--- src/rtl/seq_sum_accumulator.sv ---
// seq_sum_accumulator: streaming frame accumulator.
// Takes a frame of COUNT unsigned N-bit operands over a valid/ready input,
// sums them through a ripple adder and presents the total (and the number of
// operands in the frame) on a valid/ready output.
// Optional feature macro: ACCUM_EARLY_LAST_EN adds an in_last_i port that
// can close a frame before COUNT operands have arrived.

module n_bit_adder #(
  parameter int N = 16
) (
  input  logic [N-1:0] a_i,
  input  logic [N-1:0] b_i,
  output logic [N-1:0] sum_o
);

  logic carry_s;

  // Ripple the carry from bit 0 upward; the callers size N so the final carry is always zero.
  always_comb begin
    carry_s = 1'b0;
    sum_o   = '0;
    for (int i = 0; i < N; i++) begin
      sum_o[i] = a_i[i] ^ b_i[i] ^ carry_s;
      carry_s  = (a_i[i] & b_i[i]) | (carry_s & (a_i[i] ^ b_i[i]));
    end
  end

endmodule

module seq_sum_accumulator #(
  parameter int N     = 16,
  parameter int COUNT = 8
) (
  input  logic                              clk,
  input  logic                              rst_n,
  input  logic                              in_valid_i,
  output logic                              in_ready_o,
  input  logic [N-1:0]                      in_data_i,
`ifdef ACCUM_EARLY_LAST_EN
  input  logic                              in_last_i,
`endif
  output logic                              out_valid_o,
  input  logic                              out_ready_i,
  output logic [N+$clog2(COUNT)-1:0]        out_sum_o,
  output logic [$clog2(COUNT+1)-1:0]        out_count_o
);

  // Sum width covers COUNT full-scale operands, so the total never wraps.
  localparam int ACC_W = N + $clog2(COUNT);
  localparam int CNT_W = $clog2(COUNT + 1);

  typedef enum logic [1:0] {
    S_IDLE  = 2'd0,
    S_ACCUM = 2'd1,
    S_OUT   = 2'd2
  } state_e;

  state_e             state_q;
  logic [ACC_W-1:0]   acc_q;
  logic [CNT_W-1:0]   cnt_q;
  logic               in_ready_q;
  logic               out_valid_q;
  logic [ACC_W-1:0]   out_sum_q;
  logic [CNT_W-1:0]   out_count_q;

  logic [ACC_W-1:0]   acc_base_s;
  logic [ACC_W-1:0]   in_ext_s;
  logic [ACC_W-1:0]   acc_d;
  logic [CNT_W-1:0]   cnt_d;
  logic               frame_end_s;
  logic               in_beat_s;
  logic               out_beat_s;

  assign in_ext_s   = ACC_W'(in_data_i);
  assign in_beat_s  = in_valid_i & in_ready_q;
  assign out_beat_s = out_valid_q & out_ready_i;

  // First operand of a frame starts from zero; later ones add onto the running sum.
  always_comb begin
    if (state_q == S_ACCUM) begin
      acc_base_s = acc_q;
      cnt_d      = cnt_q + CNT_W'(1);
    end else begin
      acc_base_s = '0;
      cnt_d      = CNT_W'(1);
    end
  end

  n_bit_adder #(.N(ACC_W)) u_adder (
    .a_i   (acc_base_s),
    .b_i   (in_ext_s),
    .sum_o (acc_d)
  );

  // A frame closes on its COUNT-th operand, or earlier when the producer flags the last one.
  always_comb begin
    if (cnt_d == CNT_W'(COUNT)) begin
      frame_end_s = 1'b1;
    end
`ifdef ACCUM_EARLY_LAST_EN
    else if (in_last_i) begin
      frame_end_s = 1'b1;
    end
`endif
    else begin
      frame_end_s = 1'b0;
    end
  end

  // Frame FSM with registered handshake outputs and the held result registers.
  always_ff @(posedge clk) begin
    if (!rst_n) begin
      state_q     <= S_IDLE;
      acc_q       <= '0;
      cnt_q       <= '0;
      in_ready_q  <= 1'b1;
      out_valid_q <= 1'b0;
      out_sum_q   <= '0;
      out_count_q <= '0;
    end else begin
      case (state_q)
        S_IDLE, S_ACCUM: begin
          if (in_beat_s) begin
            acc_q <= acc_d;
            cnt_q <= cnt_d;
            if (frame_end_s) begin
              state_q     <= S_OUT;
              out_sum_q   <= acc_d;
              out_count_q <= cnt_d;
              in_ready_q  <= 1'b0;
              out_valid_q <= 1'b1;
            end else begin
              state_q <= S_ACCUM;
            end
          end else begin
            state_q <= state_q;
          end
        end
        S_OUT: begin
          // Input is stalled here; the result stays put until the consumer takes it.
          if (out_beat_s) begin
            state_q     <= S_IDLE;
            acc_q       <= '0;
            cnt_q       <= '0;
            in_ready_q  <= 1'b1;
            out_valid_q <= 1'b0;
          end else begin
            state_q <= S_OUT;
          end
        end
        default: begin
          state_q     <= S_IDLE;
          acc_q       <= '0;
          cnt_q       <= '0;
          in_ready_q  <= 1'b1;
          out_valid_q <= 1'b0;
        end
      endcase
    end
  end

  assign in_ready_o  = in_ready_q;
  assign out_valid_o = out_valid_q;
  assign out_sum_o   = out_sum_q;
  assign out_count_o = out_count_q;

endmodule

--- config.mk ---
export PLATFORM = sky130hd
export DESIGN_NAME = seq_sum_accumulator
export DESIGN_NICKNAME = d
export VERILOG_FILES = /design/src/rtl/seq_sum_accumulator.sv
export SDC_FILE = /design/constraint.sdc
export NUM_CORES = 1
export LEC_CHECK = 0
export ABC_CLOCK_PERIOD_IN_PS = 23500
export CELL_PAD_IN_SITES_DETAIL_PLACEMENT = 1
export CELL_PAD_IN_SITES_GLOBAL_PLACEMENT = 2
export CORE_ASPECT_RATIO = 0.5
export CORE_MARGIN = 2
export CORE_UTILIZATION = 34
export DETAILED_ROUTE_END_ITERATION = 6
export MAX_ROUTING_LAYER = met4
export PLACE_DENSITY_LB_ADDON = 0.3
export SETUP_SLACK_MARGIN = 0.5
export SYNTH_ARGS = -nofsm -noshare
export SYNTH_HDL_FRONTEND = slang
export SYNTH_SLANG_ARGS = --single-unit
--- constraint.sdc ---
create_clock -name clk -period 23.5 [get_ports clk]
set_input_delay 3.525 -clock clk [delete_from_list [all_inputs] [get_ports clk]]
set_output_delay 3.525 -clock clk [all_outputs]
set_load 0.01 [all_outputs]
==> results.ini, run 1 <==
[sta]
hold_violations=0
setup_viol=0
layout_min_cycle_time_ps=10690
clock_skew_ps=4.97
clock.fmax_ghz=0.0936
report.final.slew_viol_count=0
slew_headroom_pct=24.4
rsz0062_at_grt=no
tightest_slew_ps=1130
period_share_pct=45.5
tns_ps=0

[floorplanning]
die-area_um2=8180
core_um2=7270
die_y_um=65.0
io_pins=45
die_w_um=126
rows=22
start_util_pct=34.8

[cells_and_area]
final_common_cell=dfxtp_1
fin_nets=342
antennaDiodeCount=0
syn2layout_area_growth_pct=23.5
layout_common_cells=50 x dfxtp_1, 44 x clkdlybuf4s50_1, 28 x a21oi_1, 22 x nor2_1, 20 x nand2_1
layout-drive-gt1-share_pct=5.28

[synthesis]
syn-instance-count=272
ys_seq_area_share_pct=39.6
netlist-cell-type-count=40
yosys_warnings=0
synth_nets=311
synth-seq-cells=50
synth.avg_cell_area_um2=9.29
syn_area_um2=2530

[setup_path]
rrSetupSlack_ps=15430
crit_top_cell=fa_1
critPathMaxStageDelay_ps=470
critPathBufInv=3
critPathMaxFanout=3
cp-end-kind=flip-flop
cp_top_family=adder cells
ff2ff_path_depth=25
reg2reg_from=state_q[1]
rr_endpoint=acc_q[18]
crit_slowest_cell=clkdlybuf4s50_1
arrival_ps=10820
crit_path_start_kind=primary input
criticalPathCategory=in -> reg
cp.required_ps=23630

[clocking]
cts_sinks=50
hold_buffers=0
cts_tree=built
postCtsResizedCells=0
clkTransAtPathRegs_ps=70
cts.htree.levels=2
clock_path_buffers=2
cts-buffers-inserted=5
cts_root_buffer=clkbuf_16
post_cts_buffers=0
clock_latency_ps=290

[drt]
ant_nets=0
vias=2098
drtIter0Drc=113
via_per_inst=5.26
drt-wirelength-per-cell_um=16.5
drtPass1Iterations=4
wl_um=6590
drc=0

[global_route]
grtUsageTotal_pct=18.0
grt_max_degree=32
grt_pass1_vias=2286
grt_overflow_total=0
antenna_found_initial=0
grt_pass1_wl_um=11400

[power]
peakVddDrop_mv=0.0259
leakagePower_nw=1.32
power_mw=0.181
power.density_nw_per_um2=57.9

[hold_path]
min_from=out_count_o[3]
hold_end=out_count_o[3]
min_delay_path_depth=1
holdCritPathClass=reg -> reg

[placed_design]
hpwl_um=4660
gp_congestion=0.801
port_buffers=44

[outcome]
outcome=finished clean

[run]
maxCapViolCount=0

## final cells by class
| cell class | instances | area [um^2] |
|---|---|---|
| inverters | 19 | 71.3 |
| fillers | 857 | 4150 |
| well taps | 96 | 120 |
| clock inverters | 2 | 15.0 |
| repair buffers | 46 | 455 |
| flip-flops and latches | 50 | 1000 |
| clock buffers | 5 | 125 |
| multi-input cells | 181 | 1330 |
## routing by layer
| layer | global-route usage (%) | routed length, um | vias to the layer above | part of all wire [%] |
|---|---|---|---|---|
| met5 | - | 0 | - | 0 |
| met2 | 31.4 | 3310 | 28 | 50 |
| li1 | - | - | 998 | - |
| met3 | 3.30 | 170 | 8 | 2.6 |
| met4 | 4.12 | 65 | 0 | 0.99 |
| met1 | 22.0 | 3050 | 1064 | 46 |
## worst reg2reg max path: stages (launching register included)
cell and delay (ps):
dfxtp_1 590, nor2b_1 260, buf_4 280, nand2_1 120, fa_1 410, fa_1 390, fa_1 390, fa_1 390
fa_1 390, fa_1 400, fa_1 400, fa_1 400, fa_1 420, fa_1 420, fa_1 420, fa_1 410
fa_1 390, fa_1 390, inv_1 80, fa_1 170, ha_1 150, ha_1 210, xnor2_1 140, mux2i_1 90
a22oi_1 140, nor2_1 60
## worst max path at each step
| stage | start | endpoint | depth (start not counted) |
|---|---|---|---|
| 6_report | in_data_i[0] | acc_q[18] | 25 |
| 5_1_grt | in_data_i[0] | acc_q[18] | 25 |
| 4_1_cts | in_data_i[0] | acc_q[18] | 25 |
| 3_5_place_dp | in_data_i[0] | acc_q[18] | 25 |
| 3_3_place_gp | in_data_i[0] | acc_q[18] | 25 |
| 2_1_floorplan | in_data_i[0] | acc_q[18] | 24 |
## registers in the layout, summed over array words and instances, names as in the netlist
register     cells
acc_q           19
out_sum_o       19
cnt_q            4
out_count_o      4
state_q          2
in_ready_o       1
out_valid_o      1
## per-stage QoR
| step | utilization, % | hold WS [ps] | setup slack, ps | area [um^2] | instances |
|---|---|---|---|---|---|
| 2_1_floorplan | - | 444 | 13480 | 2530 | 272 |
| 3_3_place_gp | 41.0 | 448 | 12650 | 2980 | 392 |
| 3_5_place_dp | 41.0 | 461 | 12560 | 2980 | 392 |
| 4_1_cts | 42.9 | 474 | 12790 | 3120 | 399 |
| 5_1_grt | 42.9 | 490 | 12510 | 3120 | 399 |
| 6_report | 42.9 | 467 | 12810 | 3120 | 399 |
## report_power, final
part / internal [mW] / switching [mW]
clock: 0.0389 / 0.0321
sequential: 0.0871 / 0.00165
combinational: 0.00912 / 0.0119
## Yosys cell counts
| cell type | count | share of area (%) |
|---|---|---|
| nand4b_1 | 1 | 0.35 |
| a22oi_1 | 1 | 0.30 |
| and2_0 | 1 | 0.25 |
| fa_1 | 15 | 12 |
| nor3_1 | 15 | 3.0 |
| nor4_1 | 1 | 0.25 |
| o211a_1 | 14 | 5.5 |
| nand2_1 | 20 | 3.0 |
| nand4_1 | 19 | 4.7 |
| xnor2_1 | 1 | 0.35 |
| xor2_1 | 2 | 0.69 |
| a21oi_1 | 28 | 5.5 |
| buf_2 | 3 | 0.59 |
| clkbuf_2 | 1 | 0.20 |
| a31oi_1 | 1 | 0.25 |
| or3_1 | 1 | 0.25 |
| mux2i_4 | 1 | 0.89 |
| ha_1 | 4 | 2.0 |
| o31ai_1 | 4 | 1.2 |
| nor2b_1 | 2 | 0.49 |
| o21a_1 | 1 | 0.30 |
| a211oi_1 | 2 | 0.59 |
| and2_1 | 4 | 0.99 |
| o311ai_0 | 1 | 0.35 |
| and3_1 | 7 | 1.7 |
| nand3_1 | 2 | 0.40 |
| nor2_1 | 22 | 3.3 |
| dfxtp_1 | 50 | 40 |
| o21ai_0 | 3 | 0.59 |
| mux2_2 | 2 | 0.89 |
| mux2i_1 | 2 | 0.79 |
| clkbuf_1 | 10 | 1.5 |
| nor3_4 | 1 | 0.64 |
| dlygate4sd1_1 | 2 | 0.69 |
| and3_2 | 1 | 0.30 |
| inv_1 | 19 | 2.8 |
| buf_6 | 2 | 0.89 |
| buf_4 | 4 | 1.2 |
| nor3b_2 | 1 | 0.49 |
| and3b_1 | 1 | 0.35 |
## kinds of logic (layout without fill, tap and decap cells)
| family | Yosys count | in the layout | share of synthesized area, % |
|---|---|---|---|
| compound gates | 55 | 55 | 14.7 |
| xor+xnor | 3 | 3 | 1.04 |
| buf+inv | 41 | 72 | 7.87 |
| mux | 5 | 5 | 2.57 |
| flops | 50 | 50 | 39.6 |
| simple gates | 99 | 99 | 20.4 |
| fa+ha+maj | 19 | 19 | 13.9 |
No activity file was read; power rests on OpenSTA's default activity.
==> inputs of run 2 (changes only) <==
--- a/config.mk
+++ b/config.mk
@@ -5,12 +5,12 @@
 export SDC_FILE = /design/constraint.sdc
 export NUM_CORES = 1
 export LEC_CHECK = 0
-export ABC_CLOCK_PERIOD_IN_PS = 23500
+export ABC_CLOCK_PERIOD_IN_PS = 9400
 export CELL_PAD_IN_SITES_DETAIL_PLACEMENT = 1
 export CELL_PAD_IN_SITES_GLOBAL_PLACEMENT = 2
 export CORE_ASPECT_RATIO = 0.5
 export CORE_MARGIN = 2
-export CORE_UTILIZATION = 34
+export CORE_UTILIZATION = 29
 export DETAILED_ROUTE_END_ITERATION = 6
 export MAX_ROUTING_LAYER = met4
 export PLACE_DENSITY_LB_ADDON = 0.3
==> constraint.sdc (replaced) <==
create_clock -name clk -period 9.4 [get_ports clk]
set_input_delay 1.41 -clock clk [delete_from_list [all_inputs] [get_ports clk]]
set_output_delay 1.41 -clock clk [all_outputs]
set_load 0.01 [all_outputs]
==> results.ini, run 2 (same netlist as run 1, synthesis figures left out) <==
[sta]
period_share_pct=90.9
hold_violations=0
setup_viol=0
report.final.slew_viol_count=0
slew_headroom_pct=29.7
fin_ws_ps=854
tightest_slew_ps=1050
tns_ps=0
clock_skew_ps=4.26
clock.fmax_ghz=0.117
rsz0062_at_grt=no
layout_min_cycle_time_ps=8550

[placed_design]
port_buffers=44
hpwl_um=4740
dp_slack_ps=563
dpl.cell_count=414
gp_congestion=0.832

[clocking]
postCtsResizedCells=0
post_cts_buffers=0
cts_root_buffer=clkbuf_16
cts_sinks=50
cts-buffers-inserted=5
cts.htree.levels=2
clock_latency_ps=290
clock_path_buffers=2
cts_tree=built
hold_buffers=0
clkTransAtPathRegs_ps=70

[drt]
drt-wirelength-per-cell_um=16.3
via_per_inst=4.91
ant_nets=0
wl_um=6880
vias=2072
drc=0
drtPass1Iterations=4
drtIter0Drc=129

[power]
power_mw=0.484
leakagePower_nw=1.34
power.density_nw_per_um2=152
peakVddDrop_mv=0.0750

[cells_and_area]
stdcell_count=422
syn2layout_area_growth_pct=26.0
layout-drive-gt1-share_pct=5.90
fin_nets=343
nFillCells=1022
antennaDiodeCount=0
layout_common_cells=50 x dfxtp_1, 44 x clkdlybuf4s50_1, 28 x a21oi_1, 22 x nor2_1, 20 x nand2_1
fin_util_pct=37.1
final_common_cell=dfxtp_1

[floorplanning]
die_w_um=136
io_pins=45
die-area_um2=9520
core_um2=8590
die_y_um=70.0
start_util_pct=29.4
rows=24

[hold_path]
holdCritPathClass=reg -> reg
hold_end=out_count_o[3]
min_from=out_count_o[3]
min_delay_path_depth=1

[outcome]
outcome=finished clean

[run]
maxCapViolCount=0

[setup_path]
criticalPathCategory=in -> reg
reg2reg_from=state_q[1]
rr_endpoint=acc_q[18]
rrSetupSlack_ps=1380
crit_path_start_kind=primary input
critPathMaxFanout=3
ff2ff_path_depth=25
cp-end-kind=flip-flop
arrival_ps=8690
cp.required_ps=9550

[global_route]
grt_pass1_vias=2227
grt_max_degree=32
grtUsageTotal_pct=16.1
grt_pass1_wl_um=11500
grt_overflow_total=0
antenna_found_initial=0

[run 2: changes by cell type in the layout (fill, tap and decap cells not counted), sizes merged]
cell,before,now
buf,2,3
bufinv,0,1
[run 2: final cells by class]
cell class / count / area, um^2 / share of cell area, %
flip-flops and latches: 50 / 1000 / 31.4
repair buffers: 47 / 463 / 14.5
inverters: 19 / 71.3 / 2.24
clock buffers: 5 / 125 / 3.93
clock inverters: 3 / 45.0 / 1.41
well taps: 117 / 146 / 4.60
multi-input cells: 181 / 1330 / 41.8
[run 2: per-stage QoR]
stage,cell area [um^2],hold WS [ps]
3_5_place_dp,3010,464
4_1_cts,3180,476
2_1_floorplan,2530,444
3_3_place_gp,3010,449
6_report,3180,473
5_1_grt,3180,491
[run 2: worst max path at each step]
stage,from,endpoint,slack [ps],cells after the start
final,in_data_i[0],acc_q[18],850,25
after global routing,in_data_i[0],acc_q[18],550,25
after CTS,in_data_i[0],acc_q[18],800,25
after detailed placement,in_data_i[0],acc_q[18],560,25
after global placement,in_data_i[0],acc_q[18],620,25
after floorplan,in_data_i[0],acc_q[18],1500,24
[run 2: critical path: stages]
cell	delay, ps
clkdlybuf4s50_1	460
ha_1	180
inv_1	60
fa_1	370
fa_1	390
fa_1	390
fa_1	390
fa_1	390
fa_1	380
fa_1	400
fa_1	400
fa_1	400
fa_1	410
fa_1	420
fa_1	410
fa_1	410
fa_1	380
inv_1	90
fa_1	160
ha_1	150
ha_1	210
xnor2_1	130
mux2i_1	90
a22oi_1	160
nor2_1	50
[run 2: layer usage]
metal / wire length, um / GRT usage [%] / up-vias / part of all wire [%]
met5: 0 / - / - / 0
met4: 54 / 3.94 / 0 / 0.79
met3: 144 / 3.63 / 5 / 2.1
met2: 3320 / 26.7 / 16 / 48
met1: 3350 / 20.2 / 1045 / 49
li1: - / - / 1006 / -
[run 2: power breakdown]
group	switching, mW	total (mW)	internal [mW]
sequential	0.00387	0.222	0.218
clock	0.0860	0.212	0.126
combinational	0.0289	0.0510	0.0222
==> inputs of run 3 (changes only) <==
--- a/config.mk
+++ b/config.mk
@@ -6,6 +6,7 @@
 export NUM_CORES = 1
 export LEC_CHECK = 0
 export ABC_CLOCK_PERIOD_IN_PS = 9400
+export CAP_MARGIN = 10
 export CELL_PAD_IN_SITES_DETAIL_PLACEMENT = 1
 export CELL_PAD_IN_SITES_GLOBAL_PLACEMENT = 2
 export CORE_ASPECT_RATIO = 0.5
==> results of run 3 <==
Same layout as run 2: the final DEF is identical, and so are final timing and power.
